## src/rtl/speech_pkg.sv

```systemverilog
// Shared types and default sizes for the speech matching datapath.
// Holds the matcher FSM state encoding used by template_matcher.
package speech_pkg;

  typedef enum logic [2:0] {
    IDLE,
    RUN,
    DRAIN,
    COMPARE,
    DONE
  } match_state_t;

  localparam int SAMPLES_DEFAULT       = 1000;
  localparam int SAMPLE_W_DEFAULT      = 10;
  localparam int NUM_TEMPLATES_DEFAULT = 4;
  localparam int ACC_W_DEFAULT         = 20;

endpackage

```

## src/rtl/sad_accumulator.sv

```systemverilog
// Saturating sum-of-absolute-differences accumulator.
// clear has priority over en; the sum sticks at all-ones instead of wrapping.
module sad_accumulator #(
  parameter int SAMPLE_W = 10,
  parameter int ACC_W    = 20
) (
  input  logic                clk,
  input  logic                reset,
  input  logic                clear,
  input  logic                en,
  input  logic [SAMPLE_W-1:0] a,
  input  logic [SAMPLE_W-1:0] b,
  output logic [ACC_W-1:0]    acc
);

  logic [SAMPLE_W-1:0] w_diff;
  logic [ACC_W:0]      w_sum;
  logic [ACC_W-1:0]    w_next;
  logic [ACC_W-1:0]    r_acc;

  // unsigned |a-b| at sample width, then a one-bit-wider add to catch overflow
  always_comb begin
    w_diff = (a >= b) ? (a - b) : (b - a);
    w_sum  = {1'b0, r_acc}
           + {{(ACC_W + 1 - SAMPLE_W){1'b0}}, w_diff};
    w_next = w_sum[ACC_W] ? {ACC_W{1'b1}} : w_sum[ACC_W-1:0];
  end

  // accumulator register
  always_ff @(posedge clk or posedge reset) begin
    if (reset)      r_acc <= '0;
    else if (clear) r_acc <= '0;
    else if (en)    r_acc <= w_next;
  end

  assign acc = r_acc;

endmodule

```

## src/rtl/template_matcher.sv

```systemverilog
// Scores a captured utterance against stored templates by SAD; reports best.
// Optional: TEMPLATE_MATCHER_REJECT_EN adds reject_thresh and gates match_valid.
module template_matcher
  import speech_pkg::*;
#(
  parameter int SAMPLES       = SAMPLES_DEFAULT,
  parameter int NUM_TEMPLATES = NUM_TEMPLATES_DEFAULT,
  parameter int SAMPLE_W      = SAMPLE_W_DEFAULT,
  parameter int ACC_W         = ACC_W_DEFAULT,
  localparam int AW = $clog2(SAMPLES),
  localparam int TW = (NUM_TEMPLATES > 1) ? $clog2(NUM_TEMPLATES) : 1
) (
  input  logic                clk,
  input  logic                reset,
  input  logic                start,
`ifdef TEMPLATE_MATCHER_REJECT_EN
  input  logic [ACC_W-1:0]    reject_thresh,
`endif
  output logic [AW-1:0]       sample_addr,
  input  logic [SAMPLE_W-1:0] sample_data,
  output logic [TW-1:0]       tmpl_sel,
  output logic [AW-1:0]       tmpl_addr,
  input  logic [SAMPLE_W-1:0] tmpl_data,
  output logic                busy,
  output logic                done,
  output logic [TW-1:0]       match_idx,
  output logic [ACC_W-1:0]    match_score,
  output logic                match_valid
);

  match_state_t     r_state;
  logic [AW-1:0]    r_addr;
  logic [TW-1:0]    r_sel;
  logic             r_vld;
  logic [ACC_W-1:0] r_best;
  logic [TW-1:0]    r_best_idx;
  logic             r_busy;
  logic             r_done;
  logic [TW-1:0]    r_idx;
  logic [ACC_W-1:0] r_score;
  logic             r_valid;

  logic             w_start_ok;
  logic             w_clear;
  logic             w_last_addr;
  logic             w_last_sel;
  logic             w_pass;
  logic [ACC_W-1:0] w_acc;

  // decode: accepted start, accumulator clear, end-of-template markers
  always_comb begin
    w_start_ok  = (r_state == IDLE) && start;
    w_clear     = w_start_ok || (r_state == COMPARE);
    w_last_addr = (r_addr == AW'(SAMPLES - 1));
    w_last_sel  = (r_sel == TW'(NUM_TEMPLATES - 1));
`ifdef TEMPLATE_MATCHER_REJECT_EN
    w_pass      = (r_best <= reject_thresh);
`else
    w_pass      = 1'b1;
`endif
  end

  sad_accumulator #(
    .SAMPLE_W (SAMPLE_W),
    .ACC_W    (ACC_W)
  ) u_sad (
    .clk   (clk),
    .reset (reset),
    .clear (w_clear),
    .en    (r_vld),
    .a     (sample_data),
    .b     (tmpl_data),
    .acc   (w_acc)
  );

  // control FSM with address counter, best tracking and registered results
  always_ff @(posedge clk or posedge reset) begin
    if (reset) begin
      r_state    <= IDLE;
      r_addr     <= '0;
      r_sel      <= '0;
      r_vld      <= 1'b0;
      r_best     <= '1;
      r_best_idx <= '0;
      r_busy     <= 1'b0;
      r_done     <= 1'b0;
      r_idx      <= '0;
      r_score    <= '0;
      r_valid    <= 1'b0;
    end else begin
      r_done <= 1'b0;
      r_vld  <= (r_state == RUN);
      unique case (r_state)
        IDLE: begin
          if (start) begin
            r_state    <= RUN;
            r_addr     <= '0;
            r_sel      <= '0;
            r_best     <= '1;
            r_best_idx <= '0;
            r_busy     <= 1'b1;
          end
        end
        RUN: begin
          if (w_last_addr) r_state <= DRAIN;
          else             r_addr  <= r_addr + 1'b1;
        end
        DRAIN: begin
          r_state <= COMPARE;
        end
        COMPARE: begin
          if (w_acc < r_best) begin
            r_best     <= w_acc;
            r_best_idx <= r_sel;
          end
          if (w_last_sel) begin
            r_state <= DONE;
          end else begin
            r_state <= RUN;
            r_sel   <= r_sel + 1'b1;
            r_addr  <= '0;
          end
        end
        DONE: begin
          r_state <= IDLE;
          r_done  <= 1'b1;
          r_busy  <= 1'b0;
          r_idx   <= r_best_idx;
          r_score <= r_best;
          r_valid <= w_pass;
        end
        default: r_state <= IDLE;
      endcase
    end
  end

  assign sample_addr = r_addr;
  assign tmpl_addr   = r_addr;
  assign tmpl_sel    = r_sel;
  assign busy        = r_busy;
  assign done        = r_done;
  assign match_idx   = r_idx;
  assign match_score = r_score;
  assign match_valid = r_valid;

endmodule

```

## config.mk

```make
export PLATFORM = sky130hd
export DESIGN_NAME = template_matcher
export DESIGN_NICKNAME = d
export VERILOG_FILES = /design/src/rtl/speech_pkg.sv /design/src/rtl/sad_accumulator.sv /design/src/rtl/template_matcher.sv
export SDC_FILE = /design/constraint.sdc
export NUM_CORES = 1
export LEC_CHECK = 0
export BUFFER_PORTS_ARGS = -buffer_cell sky130_fd_sc_hd__buf_4
export CORE_MARGIN = 3
export CORE_UTILIZATION = 40
export DETAILED_ROUTE_END_ITERATION = 6
export SLEW_MARGIN = 20
export SYNTH_ARGS = -nofsm -noshare
export SYNTH_HDL_FRONTEND = slang
export SYNTH_HIERARCHICAL = 1
export SYNTH_SLANG_ARGS = --single-unit
```

## constraint.sdc

```tcl
create_clock -name clk -period 2.4 [get_ports clk]
set_input_delay 0.12 -clock clk [delete_from_list [all_inputs] [get_ports clk]]
set_output_delay 0.12 -clock clk [all_outputs]
set_load 0.05 [all_outputs]
```

==> results by group, run 1 <==
STA
  • Unrepaired setup endpoints after global routing: yes
  • Pins over their slew limit: 0
  • Worst Tran Pin Value: ~720 ps
  • Post-layout minimum cycle time: roughly 3100 ps
  • Final setup viols: 20
  • Tightest slew margin relative to the limit: between 50 and 60%
  • Fmax: 325 MHz
  • Fin Clk Skew: around 14 ps
  • Share of the clock period used by the worst path: 128%
  • Final count of hold timing violations: 0
  • Fin worst setup slack: -675 ps

Drt
  • Average wire per cell in the routed design: around 15 microns
  • Total Routed Length: approximately 13000 microns
  • Detailed-route vias per instance: a little over 5
  • Detailed-route via count: approximately 4500
  • Final routed DRC violation total: 0
  • ANT nets after route: 0
  • DR iter-0 viols: between 200 and 300
  • Number of search-and-repair iterations in the first detailed-routing pass: 5

Synth
  • Flops & latches, synth: slightly above 80
  • Share of the yosys chip area belonging to registers: about two fifths
  • Fraction of synthesized cell area taken by the top area cell type: between 20% and 30%
  • Top post-synthesis cells by area: sky130_fd_sc_hd__dfrtp_1 (29%), sky130_fd_sc_hd__ha_1 (11%), sky130_fd_sc_hd__dfstp_2 (9.6%), sky130_fd_sc_hd__mux2_2 (4.7%), sky130_fd_sc_hd__inv_1 (4.0%)
  • Warnings from Yosys: 6
  • Ys async rst share: 100%
  • Synthesized netlist net count: 616
  • Number of standard cells after synthesis: 540
  • Top flip-flop cell by instance count after synthesis: sky130_fd_sc_hd__dfrtp_1
  • Count of flip-flops with a built-in enable after synthesis: 0
  • Count of cell types in the netlist: 67
  • Average footprint of a synthesized cell: between 10 and 15 sq um
  • Most area-hungry cell type in the Yosys netlist: sky130_fd_sc_hd__dfrtp_1
  • Total standard cell area after synthesis: approximately 5500 sq um

Final layout
  • Share of cells above drive strength 1: 41.7%
  • Area growth, synth to finish: 33.9%
  • Inserted Diodes: 0
  • Fin util: a little under three fifths
  • Final Net Count: 760

Worst hold path
  • Hold Path Cell Cnt: 3
  • Worst min path class: input pin to flip-flop

Global routing
  • Via count of the first global-routing pass: 4465
  • Largest net degree at the start of global routing: 31
  • Initial antenna violation count: 0
  • Wire length of the first global-routing pass: between 20000 and 25000 microns
  • Total track usage: between 10% and 20%
  • Total grt overflow: 0

Floorplan
  • Starting density of the core: between 40 and 50%
  • Rows: 42
  • Number of top-level design ports: 70
  • Die X-Extent: 123 microns
  • Core Area: between 10000 and 15000 sq um
  • Die Height: 123 microns
  • Overall die area: around 15000 sq um

Clocking
  • Worst-Skew Late Latency: roughly 340 ps
  • Maximum clock path buffer count: 2
  • Number of buffers created by CTS: 9
  • Buffer cell driving the clock tree root: sky130_fd_sc_hd__clkbuf_16
  • Clk sink count: between 80 and 90
  • CTS tree: built
  • H-tree depth: 3
  • CTS clk-pin slew, worst paths: 60 ps

Placement
  • GPL Wtd Cong: between 0.8 and 0.9
  • Number of buffers inserted by port buffering: about 70
  • HPWL after detailed placement: slightly below 10000 microns

Worst setup path
  • Depth of the worst register-to-register path: 8
  • Critical setup path kind: input pin to flip-flop
  • Data arrival time of the critical path: about 3300 ps
  • Startpoint class of the critical path: input pin
  • Req. time, crit path: around 2600 ps
  • Maximum fanout along the worst path: 5
  • Kind of end point of the critical path: flip-flop

Status
  • Result of the run: complete, but fails checks
  • Failing checks: setup timing

Power and ir drop
  • Power density relative to cell area: roughly 870 nW/um^2
  • Worst IR drop on VDD: 399 uV
  • Post-route total power: roughly 0.0064 W
  • Static leakage: between 3 and 4 nW

Job
  • Number of max-cap violations: 0
==> what timing repair did <==
item	in CTS	in global routing
hold buffers	1	0
endpoints found under the setup margin	42	42
pin swaps	37	20
endpoints found under the hold margin	22	0
setup buffers	6	4
gates cloned	1	0
resized for setup	33	11
==> layer usage <==
| layer | track usage (%) | vias up | wire length, microns | share of wire [%] |
|---|---|---|---|---|
| met5 | 0 | - | 0 | 0 |
| met4 | 5.18 | 0 | 171 | 1.4 |
| met3 | 2.67 | 11 | 467 | 3.7 |
| met2 | 28.6 | 91 | 6210 | 49 |
| met1 | 23.7 | 2131 | 5790 | 46 |
| li1 | - | 2222 | - | - |
==> path summary, 6_finish.rpt <==
| check | from | slack [ps] | end |
|---|---|---|---|
| max in group asynchronous | reset | 1360 | r_best[18] |
| max reg2reg | r_best[14] | 70 | r_best[9] |
| max | sample_data[0] | -670 | u_sad/acc[17] |
| min reg2reg | match_valid | 470 | match_valid |
| min | start | 80 | r_state[0] |
| min in group asynchronous | reset | 320 | match_score[2] |
==> final cells by class <==
cell class,instances,area [sq um]
clock buffers,14,264
fillers,1143,5980
repair buffers,164,1280
well taps,176,220
clock inverters,2,60.1
multi-input cells,367,3160
flip-flops and latches,83,2100
inverters,59,234
==> critical path, stage by stage <==
cell and delay [ps]:
sky130_fd_sc_hd__buf_12 90, sky130_fd_sc_hd__buf_6 90, sky130_fd_sc_hd__ha_4 120, sky130_fd_sc_hd__inv_2 40, sky130_fd_sc_hd__fa_2 350, sky130_fd_sc_hd__a21o_1 190
sky130_fd_sc_hd__a211oi_2 190, sky130_fd_sc_hd__nor2_1 80, sky130_fd_sc_hd__buf_4 130, sky130_fd_sc_hd__nor2_1 130, sky130_fd_sc_hd__mux2i_2 110, sky130_fd_sc_hd__xor2_1 180
sky130_fd_sc_hd__ha_1 330, sky130_fd_sc_hd__o21a_1 140, sky130_fd_sc_hd__o211ai_1 80, sky130_fd_sc_hd__a32o_2 270, sky130_fd_sc_hd__o21bai_4 160, sky130_fd_sc_hd__nor3b_4 310
sky130_fd_sc_hd__a41oi_2 150
==> cells by family (layout without fill, tap and decap cells) <==
logic type	count (synthesis)	in the layout	share of synthesized area [%]
simple gates	128	128	12.5
compound gates	129	129	17.8
flops	83	83	38.5
xor+xnor	24	24	3.85
buf+inv	90	239	8.20
mux	33	33	6.66
fa+ha+maj	53	53	12.5
==> synthesized netlist by cell type (3+ instances only) <==
library cell	number
sky130_fd_sc_hd__or2_2	3
sky130_fd_sc_hd__nor2_1	43
sky130_fd_sc_hd__xor2_1	14
sky130_fd_sc_hd__dfstp_2	20
sky130_fd_sc_hd__mux2_2	23
sky130_fd_sc_hd__nor2b_1	4
sky130_fd_sc_hd__xnor2_1	10
sky130_fd_sc_hd__nand3_1	13
sky130_fd_sc_hd__buf_6	4
sky130_fd_sc_hd__a21o_1	7
sky130_fd_sc_hd__nand3b_1	3
sky130_fd_sc_hd__nor3_1	8
sky130_fd_sc_hd__o21ai_0	13
sky130_fd_sc_hd__a21oi_4	3
sky130_fd_sc_hd__buf_4	10
sky130_fd_sc_hd__and2_1	4
sky130_fd_sc_hd__mux2i_1	9
sky130_fd_sc_hd__o31ai_1	3
sky130_fd_sc_hd__o211ai_1	3
sky130_fd_sc_hd__nand4_1	7
sky130_fd_sc_hd__o32a_1	20
sky130_fd_sc_hd__clkbuf_1	4
sky130_fd_sc_hd__a311oi_1	9
sky130_fd_sc_hd__a21oi_1	33
sky130_fd_sc_hd__a31oi_1	9
sky130_fd_sc_hd__nand2_1	19
sky130_fd_sc_hd__o21a_1	5
sky130_fd_sc_hd__inv_1	58
sky130_fd_sc_hd__dfrtp_1	63
sky130_fd_sc_hd__and3_1	3
sky130_fd_sc_hd__a211oi_1	7
sky130_fd_sc_hd__ha_1	50
sky130_fd_sc_hd__nand2b_1	3
sky130_fd_sc_hd__fa_1	3
sky130_fd_sc_hd__clkbuf_8	3
sky130_fd_sc_hd__buf_2	10
==> cells in the final DEF, fill, tap and decap left out, types with 6 or more instances in the layout <==
| cell | netlist | final |
|---|---|---|
| sky130_fd_sc_hd__nand2_1 | 19 | 19 |
| sky130_fd_sc_hd__nand3_1 | 13 | 12 |
| sky130_fd_sc_hd__nand4_1 | 7 | 7 |
| sky130_fd_sc_hd__a31oi_1 | 9 | 7 |
| sky130_fd_sc_hd__nor3_1 | 8 | 7 |
| sky130_fd_sc_hd__xor2_1 | 14 | 14 |
| sky130_fd_sc_hd__mux2i_1 | 9 | 6 |
| sky130_fd_sc_hd__clkbuf_16 | 0 | 9 |
| sky130_fd_sc_hd__xnor2_1 | 10 | 10 |
| sky130_fd_sc_hd__a311oi_1 | 9 | 7 |
| sky130_fd_sc_hd__nor2_1 | 43 | 41 |
| sky130_fd_sc_hd__dfstp_2 | 20 | 20 |
| sky130_fd_sc_hd__mux2_2 | 23 | 23 |
| sky130_fd_sc_hd__o32a_1 | 20 | 20 |
| sky130_fd_sc_hd__a21oi_2 | 1 | 6 |
| sky130_fd_sc_hd__ha_1 | 50 | 45 |
| sky130_fd_sc_hd__inv_1 | 58 | 53 |
| sky130_fd_sc_hd__o21ai_0 | 13 | 13 |
| sky130_fd_sc_hd__a21o_1 | 7 | 7 |
| sky130_fd_sc_hd__dfrtp_1 | 63 | 63 |
| sky130_fd_sc_hd__a21oi_1 | 33 | 27 |
| sky130_fd_sc_hd__buf_4 | 10 | 156 |
==> power by group <==
part	internal [W]	switching, W
registers	0.00156	0.000140
clock network	0.000970	0.000533
logic	0.00169	0.00147
==> through the flow <==
step	instances	setup TNS, ps	instance area (sq um)	hold WS (ps)	setup slack [ps]
final	865	-10870	7310	82.8	-675
after global routing	865	-14170	7310	81.6	-834
after CTS	861	-11380	7220	76.9	-771
after detailed placement	837	-22000	6690	110	-1160
after global placement	837	-19540	6690	110	-1040
after floorplan	540	-11440	5540	83.8	-701
==> sequential cells by signal, indices dropped and copies added (netlist names) <==
signal	cells
match_score	20
r_best	20
u_sad/acc	20
sample_addr	10
r_state	3
match_idx	2
r_best_idx	2
tmpl_sel	2
busy	1
done	1
match_valid	1
r_vld	1
No activity file was read; power rests on OpenSTA's default activity.
==> inputs of run 2 (changes only) <==
ABC_AREA = 1   (was default)
==> results by group, run 2 <==
Final layout
  • Commonest non-fill, non-tap cell in the layout: sky130_fd_sc_hd__nand2_1 (was sky130_fd_sc_hd__buf_4)
  • Inserted Diodes: 0 (unchanged)
  • Area taken by flip-flops and latches: 2100 sq um (unchanged)
  • Share of cells above drive strength 1: 34.0% (was 41.7%)
  • Layout fillers: 1491 (was 1143)
  • Area of the multi-input gates: 3950 sq um (was 3160 sq um)
  • Design area: 8410 sq um (was 7310 sq um)
  • Most frequent cells in the layout: sky130_fd_sc_hd__nand2_1 (269), sky130_fd_sc_hd__buf_4 (155), sky130_fd_sc_hd__inv_1 (114) (was sky130_fd_sc_hd__buf_4 (156), sky130_fd_sc_hd__dfrtp_1 (63), sky130_fd_sc_hd__inv_1 (53))
  • Final Net Count: 1103 (was 760)
  • Area growth, synth to finish: 34.3% (was 33.9%)
  • Fin util: 55.1% (was 55.0%)

STA
  • Unrepaired setup endpoints after global routing: yes (unchanged)
  • Share of the clock period used by the worst path: 102% (was 128%)
  • Final count of hold timing violations: 0 (unchanged)
  • Pins over their slew limit: 0 (unchanged)
  • Worst hold-check slack: 113 ps (was 82.8 ps)
  • TNS Setup: -429 ps (was -10870 ps)
  • Final setup viols: 13 (was 20)
  • Fmax: 408 MHz (was 325 MHz)
  • Fin worst setup slack: -48.9 ps (was -675 ps)
  • Fin Clk Skew: 10.3 ps (was 13.9 ps)
  • Post-layout minimum cycle time: 2450 ps (was 3070 ps)
  • Worst Tran Pin Value: 876 ps (was 719 ps)
  • Tightest slew margin relative to the limit: 41.6% (was 52.0%)

Global routing
  • Via count of the first global-routing pass: 5545 (was 4465)
  • Wire length of the first global-routing pass: 27000 microns (was 21400 microns)
  • Total grt overflow: 0 (unchanged)
  • Initial antenna violation count: 0 (unchanged)
  • Largest net degree at the start of global routing: 41 (was 31)
  • Total track usage: 18.6% (was 17.4%)

Placement
  • Number of buffers inserted by port buffering: 69 (unchanged)
  • HPWL after detailed placement: 12500 microns (was 9650 microns)
  • Worst Setup Slack post-DPL: -596 ps (was -1160 ps)
  • GPL Wtd Cong: 0.872 (was 0.882)
  • Placed Area: 7770 sq um (was 6690 sq um)

Status
  • Failing checks: setup timing (unchanged)
  • Result of the run: complete, but fails checks (unchanged)

Synth
  • Share of the yosys chip area belonging to registers: 33.5% (was 38.5%)
  • Synthesized netlist net count: 957 (was 616)
  • Flops & latches, synth: 83 (unchanged)
  • Most area-hungry cell type in the Yosys netlist: sky130_fd_sc_hd__dfrtp_1 (unchanged)
  • Number of standard cells after synthesis: 881 (was 540)
  • Top post-synthesis cells by area: sky130_fd_sc_hd__dfrtp_1 (25%), sky130_fd_sc_hd__nand2_1 (18%), sky130_fd_sc_hd__ha_1 (10%), sky130_fd_sc_hd__dfstp_2 (8.4%), sky130_fd_sc_hd__inv_1 (7.6%) (was sky130_fd_sc_hd__dfrtp_1 (29%), sky130_fd_sc_hd__ha_1 (11%), sky130_fd_sc_hd__dfstp_2 (9.6%), sky130_fd_sc_hd__mux2_2 (4.7%), sky130_fd_sc_hd__inv_1 (4.0%))
  • Warnings from Yosys: 6 (unchanged)
  • Count of flip-flops with a built-in enable after synthesis: 0 (unchanged)
  • Average footprint of a synthesized cell: 7.11 sq um (was 10.1 sq um)
  • Total standard cell area after synthesis: 6270 sq um (was 5460 sq um)
  • Top cell types by occurrence after synthesis: sky130_fd_sc_hd__nand2_1 (300), sky130_fd_sc_hd__inv_1 (127), sky130_fd_sc_hd__dfrtp_1 (63) (was sky130_fd_sc_hd__dfrtp_1 (63), sky130_fd_sc_hd__inv_1 (58), sky130_fd_sc_hd__ha_1 (50))
  • Top flip-flop cell by instance count after synthesis: sky130_fd_sc_hd__dfrtp_1 (unchanged)
  • Count of cell types in the netlist: 43 (was 67)
  • Ys async rst share: 100% (unchanged)
  • Most frequently used cell type in the post-synthesis netlist: sky130_fd_sc_hd__nand2_1 (was sky130_fd_sc_hd__dfrtp_1)
  • Fraction of synthesized cell area taken by the top area cell type: 25.2% (was 28.9%)

Power and ir drop
  • Worst IR drop on VDD: 498 uV (was 399 uV)
  • Static leakage: 4.54 nW (was 3.45 nW)
  • Power density relative to cell area: 1090 nW/um^2 (was 870 nW/um^2)

Worst setup path
  • Cell with the largest stage delay on the worst path: sky130_fd_sc_hd__fa_2 (unchanged)
  • Critical setup path kind: input pin to flip-flop (unchanged)
  • Kind of end point of the critical path: flip-flop (unchanged)
  • Register-to-register path setup slack: 380 ps (was 70 ps)
  • Endpoint of the most critical register-to-register path: u_sad/acc[12] (was r_best[9])
  • Startpoint class of the critical path: input pin (unchanged)
  • Maximum fanout along the worst path: 6 (was 5)
  • Data arrival time of the critical path: 2680 ps (was 3270 ps)
  • Depth of the worst register-to-register path: 14 (was 8)
  • Top cell by count, worst path: sky130_fd_sc_hd__nand2_2 (was sky130_fd_sc_hd__nor2_1)
  • Req. time, crit path: 2630 ps (was 2600 ps)
  • Start point of the critical path: sample_data[0] (unchanged)
  • Slowest Stage Delay on Critical Path: 370 ps (was 350 ps)
  • Critical register-to-register path startpoint: u_sad/acc[1] (was r_best[14])

Drt
  • Detailed-route vias per instance: 4.74 (was 5.15)
  • Final routed DRC violation total: 0 (unchanged)
  • Total Routed Length: 16000 microns (was 12600 microns)
  • DR iter-0 viols: 385 (was 282)
  • Detailed-route via count: 5890 (was 4455)
  • ANT nets after route: 0 (unchanged)
  • Average wire per cell in the routed design: 12.8 microns (was 14.6 microns)
  • Number of search-and-repair iterations in the first detailed-routing pass: 5 (unchanged)

Floorplan
  • Overall die area: 17200 sq um (was 15100 sq um)
  • Die Height: 131 microns (was 123 microns)
  • Rows: 45 (was 42)
  • Number of top-level design ports: 70 (unchanged)
  • Die X-Extent: 131 microns (was 123 microns)
  • Starting density of the core: 41.1% (about the same)
  • Core Area: 15300 sq um (was 13300 sq um)

Clocking
  • Clk sink count: 83 (unchanged)
  • H-tree depth: 3 (unchanged)
  • Number of buffers created by CTS: 9 (unchanged)
  • Worst-Skew Late Latency: 340 ps (about the same)
  • Buffer cell driving the clock tree root: sky130_fd_sc_hd__clkbuf_16 (unchanged)
  • Maximum clock path buffer count: 2 (unchanged)
  • CTS clk-pin slew, worst paths: 60 ps (about the same)
  • CTS tree: built (unchanged)

Job
  • Number of max-cap violations: 0 (unchanged)

Worst hold path
  • Hold Path Cell Cnt: 5 (was 3)
  • Worst min path class: input pin to flip-flop (unchanged)
  • Endpoint of the worst hold path: busy (was r_state[0])
  • Hold wc startpoint: start (unchanged)
[run 2: changes by cell type after synthesis, moves of 9 or more]
cell / change
sky130_fd_sc_hd__nand3_1: +47
sky130_fd_sc_hd__nand3_2: +12
sky130_fd_sc_hd__o32a_1: -20
sky130_fd_sc_hd__mux2_2: -23
sky130_fd_sc_hd__a311oi_1: -9
sky130_fd_sc_hd__mux2i_1: -9
sky130_fd_sc_hd__inv_1: +69
sky130_fd_sc_hd__o21ai_0: +27
sky130_fd_sc_hd__or2_2: +19
sky130_fd_sc_hd__nand2_1: +281
[run 2: through the flow]
| stage | std cells | total power, W |
|---|---|---|
| final | 1243 | 0.00914 |
| after global routing | 1243 | 0.00992 |
| after CTS | 1243 | 0.00898 |
| after detailed placement | 1221 | 0.00744 |
| after global placement | 1221 | 0.00738 |
| after floorplan | 881 | 0.00582 |
[run 2: how the worst max path moves through the flow]
stage                    endpoint  slack [ps]  cells past startpoint
floorplan           u_sad/acc[12]        -140                     25
global placement     u_sad/acc[3]        -560                     21
detailed placement   u_sad/acc[6]        -600                     21
CTS                 u_sad/acc[18]         -80                     23
global route        u_sad/acc[15]        -250                     23
finish               u_sad/acc[9]         -50                     25
[run 2: power by group]
part	switching, W	total [W]	internal [W]
sequential	0.000411	0.00242	0.00200
combinational	0.00325	0.00542	0.00217
clock	0.000591	0.00130	0.000710
total	0.00426	0.00914	0.00488
[run 2: cell families (layout without fill, tap and decap cells)]
| kind of cell | after synthesis | after routing | share of synthesized area (%) |
|---|---|---|---|
| adder cells (fa/ha/maj) | 53 | 53 | 10.9 |
| XOR/XNOR | 23 | 23 | 3.21 |
| flip-flops | 83 | 83 | 33.5 |
| buffers and inverters | 163 | 314 | 11.0 |
| AND/OR/NAND/NOR | 468 | 468 | 32.9 |
| AO/OA/AOI/OAI | 91 | 91 | 8.35 |
[run 2: area by class of cell]
cell class	count	share of cell area [%]
well taps	211	3.14
inverters	135	6.28
multi-input cells	635	46.9
flip-flops and latches	83	25.0
clock buffers	10	2.72
clock inverters	6	0.595
repair buffers	163	15.3
[run 2: per-layer routing]
| metal | global-route usage, % | share of wire [%] |
|---|---|---|
| met4 | 3.91 | 0.83 |
| met1 | 27.5 | 50 |
| met3 | 2.99 | 4.0 |
| met2 | 28.8 | 45 |
| met5 | 0 | 0 |
[run 2: critical path, delay by kind of cell]
| family | cells | cell delay (ps) |
|---|---|---|
| buffers and inverters | 7 | 580 |
| AOI/OAI and AO/OA | 1 | 130 |
| adders and majority gates | 3 | 750 |
| and+or+nand+nor | 14 | 1100 |
[run 2: timing repair]
item / in CTS / in global routing
pin swaps: 22 / 34
setup endpoints to repair: 20 / 20
hold endpoints to repair: 18 / 0
hold buffers: 1 / 0
gates resized for setup: 36 / 49
setup buffers: 5 / 0
==> inputs of run 3 (changes only) <==
--- a/config.mk
+++ b/config.mk
@@ -7,3 +7,2 @@
 export LEC_CHECK = 0
-export ABC_AREA = 1
 export BUFFER_PORTS_ARGS = -buffer_cell sky130_fd_sc_hd__buf_4
==> constraint.sdc (replaced) <==
create_clock -name clk -period 2.4 [get_ports clk]
set_input_delay 0.24 -clock clk [delete_from_list [all_inputs] [get_ports clk]]
set_output_delay 0.24 -clock clk [all_outputs]
set_load 0.05 [all_outputs]
==> results by group, run 3 (synthesized netlist as in run 1, its figures left out) <==
Worst setup path
  • Data arrival time of the critical path: 3350 ps (was 2680 ps)
  • Req. time, crit path: 2600 ps (was 2630 ps)
  • Critical setup path kind: input pin to flip-flop (unchanged)
  • Kind of end point of the critical path: flip-flop (unchanged)
  • Maximum fanout along the worst path: 5 (was 6)
  • Startpoint class of the critical path: input pin (unchanged)

Final layout
  • Share of cells above drive strength 1: 41.0% (was 34.0%)
  • Final Net Count: 762 (was 1103)
  • Most frequent cells in the layout: sky130_fd_sc_hd__buf_4 (157), sky130_fd_sc_hd__dfrtp_1 (63), sky130_fd_sc_hd__inv_1 (53) (was sky130_fd_sc_hd__nand2_1 (269), sky130_fd_sc_hd__buf_4 (155), sky130_fd_sc_hd__inv_1 (114))
  • Commonest non-fill, non-tap cell in the layout: sky130_fd_sc_hd__buf_4 (was sky130_fd_sc_hd__nand2_1)
  • Finished Layout Cells: 867 (was 1243)
  • Design area: 7280 sq um (was 8410 sq um)
  • Inserted Diodes: 0 (unchanged)
  • Area growth, synth to finish: 33.2% (was 34.3%)

Clocking
  • Buffer cell driving the clock tree root: sky130_fd_sc_hd__clkbuf_16 (unchanged)
  • Clk sink count: 83 (unchanged)
  • CTS tree: built (unchanged)
  • H-tree depth: 3 (unchanged)
  • Worst-Skew Late Latency: 330 ps (was 340 ps)
  • Number of buffers created by CTS: 9 (unchanged)
  • Maximum clock path buffer count: 2 (unchanged)
  • CTS clk-pin slew, worst paths: 60 ps (about the same)

Placement
  • Placed Cells: 835 (was 1221)
  • GPL Wtd Cong: 0.871 (was 0.872)
  • Placed Area: 6680 sq um (was 7770 sq um)
  • Worst Setup Slack post-DPL: -1360 ps (was -596 ps)
  • HPWL after detailed placement: 9470 microns (was 12500 microns)
  • Number of buffers inserted by port buffering: 69 (unchanged)

Power and ir drop
  • Logic pwr share: 51.8% (was 59.3%)
  • Sw Ratio: 34.6% (was 46.6%)
  • Power Internal: 0.00411 W (was 0.00488 W)
  • Worst IR drop on VDD: 417 uV (was 498 uV)
  • Power density relative to cell area: 863 nW/um^2 (was 1090 nW/um^2)
  • Post-route total power: 0.00629 W (was 0.00914 W)
  • Share of power burned in the clock network: 21.2% (was 14.2%)
  • P_sw: 0.00217 W (was 0.00426 W)
  • Sequential power share: 27.0% (was 26.4%)
  • Static leakage: 3.43 nW (was 4.54 nW)

STA
  • Fin Clk Skew: 8.47 ps (was 10.3 ps)
  • Final setup viols: 20 (was 13)
  • Final count of hold timing violations: 0 (unchanged)
  • Unrepaired setup endpoints after global routing: yes (unchanged)
  • Tightest slew margin relative to the limit: 52.3% (was 41.6%)
  • Fmax: 317 MHz (was 408 MHz)
  • Worst hold-check slack: 204 ps (was 113 ps)
  • Fin worst setup slack: -754 ps (was -48.9 ps)
  • Worst Tran Pin Value: 714 ps (was 876 ps)
  • Share of the clock period used by the worst path: 131% (was 102%)
  • Post-layout minimum cycle time: 3150 ps (was 2450 ps)
  • Pins over their slew limit: 0 (unchanged)

Drt
  • Number of search-and-repair iterations in the first detailed-routing pass: 4 (was 5)
  • ANT nets after route: 0 (unchanged)
  • Total Routed Length: 12500 microns (was 16000 microns)
  • Final routed DRC violation total: 0 (unchanged)
  • DR iter-0 viols: 275 (was 385)
  • Detailed-route vias per instance: 5.12 (was 4.74)
  • Detailed-route via count: 4437 (was 5890)
  • Average wire per cell in the routed design: 14.4 microns (was 12.8 microns)

Floorplan
  • Starting density of the core: 41.1% (about the same)
  • Overall die area: 15100 sq um (was 17200 sq um)
  • Die X-Extent: 123 microns (was 131 microns)
  • Rows: 42 (was 45)
  • Number of top-level design ports: 70 (unchanged)
  • Core Area: 13300 sq um (was 15300 sq um)
  • Die Height: 123 microns (was 131 microns)

Status
  • Result of the run: complete, but fails checks (unchanged)
  • Failing checks: setup timing (unchanged)

Worst hold path
  • Worst min path class: input pin to flip-flop (unchanged)

Global routing
  • Initial antenna violation count: 0 (unchanged)
  • Largest net degree at the start of global routing: 64 (was 41)
  • Via count of the first global-routing pass: 4404 (was 5545)
  • Wire length of the first global-routing pass: 20900 microns (was 27000 microns)
  • Total grt overflow: 0 (unchanged)
  • Total track usage: 17.0% (was 18.6%)

Job
  • Number of max-cap violations: 0 (unchanged)
[run 3: cell count changes in the layout (fill, tap and decap cells not counted), moves of 11 or more]
cell | previous run | this run
sky130_fd_sc_hd__nand2_1 | 269 | 19
sky130_fd_sc_hd__nor2_1 | 31 | 42
sky130_fd_sc_hd__mux2_2 | 0 | 23
sky130_fd_sc_hd__nand3_2 | 16 | 0
sky130_fd_sc_hd__o32a_1 | 0 | 20
sky130_fd_sc_hd__a21oi_1 | 16 | 27
sky130_fd_sc_hd__ha_1 | 34 | 46
sky130_fd_sc_hd__o21ai_0 | 32 | 11
sky130_fd_sc_hd__inv_2 | 16 | 5
sky130_fd_sc_hd__ha_4 | 15 | 2
sky130_fd_sc_hd__inv_1 | 114 | 53
sky130_fd_sc_hd__nand3_1 | 56 | 13
sky130_fd_sc_hd__or2_2 | 22 | 2
sky130_fd_sc_hd__nand2_2 | 32 | 0
[run 3: cell type report]
cell class	count	area (sq um)
multi-input cells	368	3140
inverters	59	234
flip-flops and latches	83	2100
clock inverters	5	55.1
repair buffers	165	1290
well taps	176	220
fillers	1197	6010
clock buffers	11	233
[run 3: metal layers]
layer | global-route usage (%) | vias up | share of wire, %
li1 | - | 2228 | -
met1 | 23.4 | 2123 | 47
met2 | 28.1 | 70 | 49
met3 | 2.12 | 16 | 2.7
met4 | 5.04 | 0 | 1.5
met5 | 0 | - | 0
[run 3: power by group through the flow]
stage / Clock (W) / Sequential, W / Combinational, W
3_5_place_dp: 0 / 0.00172 / 0.00278
5_1_grt: 0.00144 / 0.00171 / 0.00358
2_1_floorplan: 0 / 0.00172 / 0.00177
3_3_place_gp: 0 / 0.00171 / 0.00270
6_report: 0.00133 / 0.00170 / 0.00326
4_1_cts: 0.00137 / 0.00169 / 0.00309
[run 3: path summary, 6_finish.rpt]
| check | cells after the start | startpoint | endpoint | slack, ps |
|---|---|---|---|---|
| worst max-delay path | 19 | sample_data[0] | u_sad/acc[17] | -750 |
| worst min-delay path | 3 | start | r_state[0] | 200 |
| worst max register to register | 7 | r_best[15] | r_best_idx[0] | 50 |
| worst min register to register | 1 | match_valid | match_valid | 470 |
| max in group asynchronous | 3 | reset | u_sad/acc[19] | 1340 |
| min in group asynchronous | 4 | reset | match_score[0] | 530 |
[run 3: what timing repair did]
action,in CTS,in global routing
setup buffers,9,4
cloned,1,1
endpoints found under the hold margin,13,0
hold buffers,1,0
setup endpoints to repair,42,42
pin swaps,26,13
resized for setup,27,15
[run 3: per-stage QoR]
step / util (%) / setup TNS (ps)
after floorplan: - / -13840
after global placement: 50.3 / -22170
after detailed placement: 50.3 / -24830
after CTS: 54.0 / -13130
after global routing: 54.8 / -17930
final: 54.8 / -13410
[run 3: critical path, stage by stage]
cell                       delay (ps)
sky130_fd_sc_hd__buf_12           110
sky130_fd_sc_hd__inv_12            40
sky130_fd_sc_hd__ha_4             120
sky130_fd_sc_hd__inv_2             30
sky130_fd_sc_hd__fa_2             360
sky130_fd_sc_hd__a21oi_4          160
sky130_fd_sc_hd__o21ai_2           80
sky130_fd_sc_hd__o22ai_2          210
sky130_fd_sc_hd__a21oi_2          100
sky130_fd_sc_hd__buf_4            170
sky130_fd_sc_hd__mux2i_2          150
sky130_fd_sc_hd__xor2_1           170
sky130_fd_sc_hd__ha_1             330
sky130_fd_sc_hd__o21a_1           130
sky130_fd_sc_hd__o211ai_1          80
sky130_fd_sc_hd__a32o_2           280
sky130_fd_sc_hd__o21bai_4         160
sky130_fd_sc_hd__nor3b_4          290
sky130_fd_sc_hd__a41oi_2          130
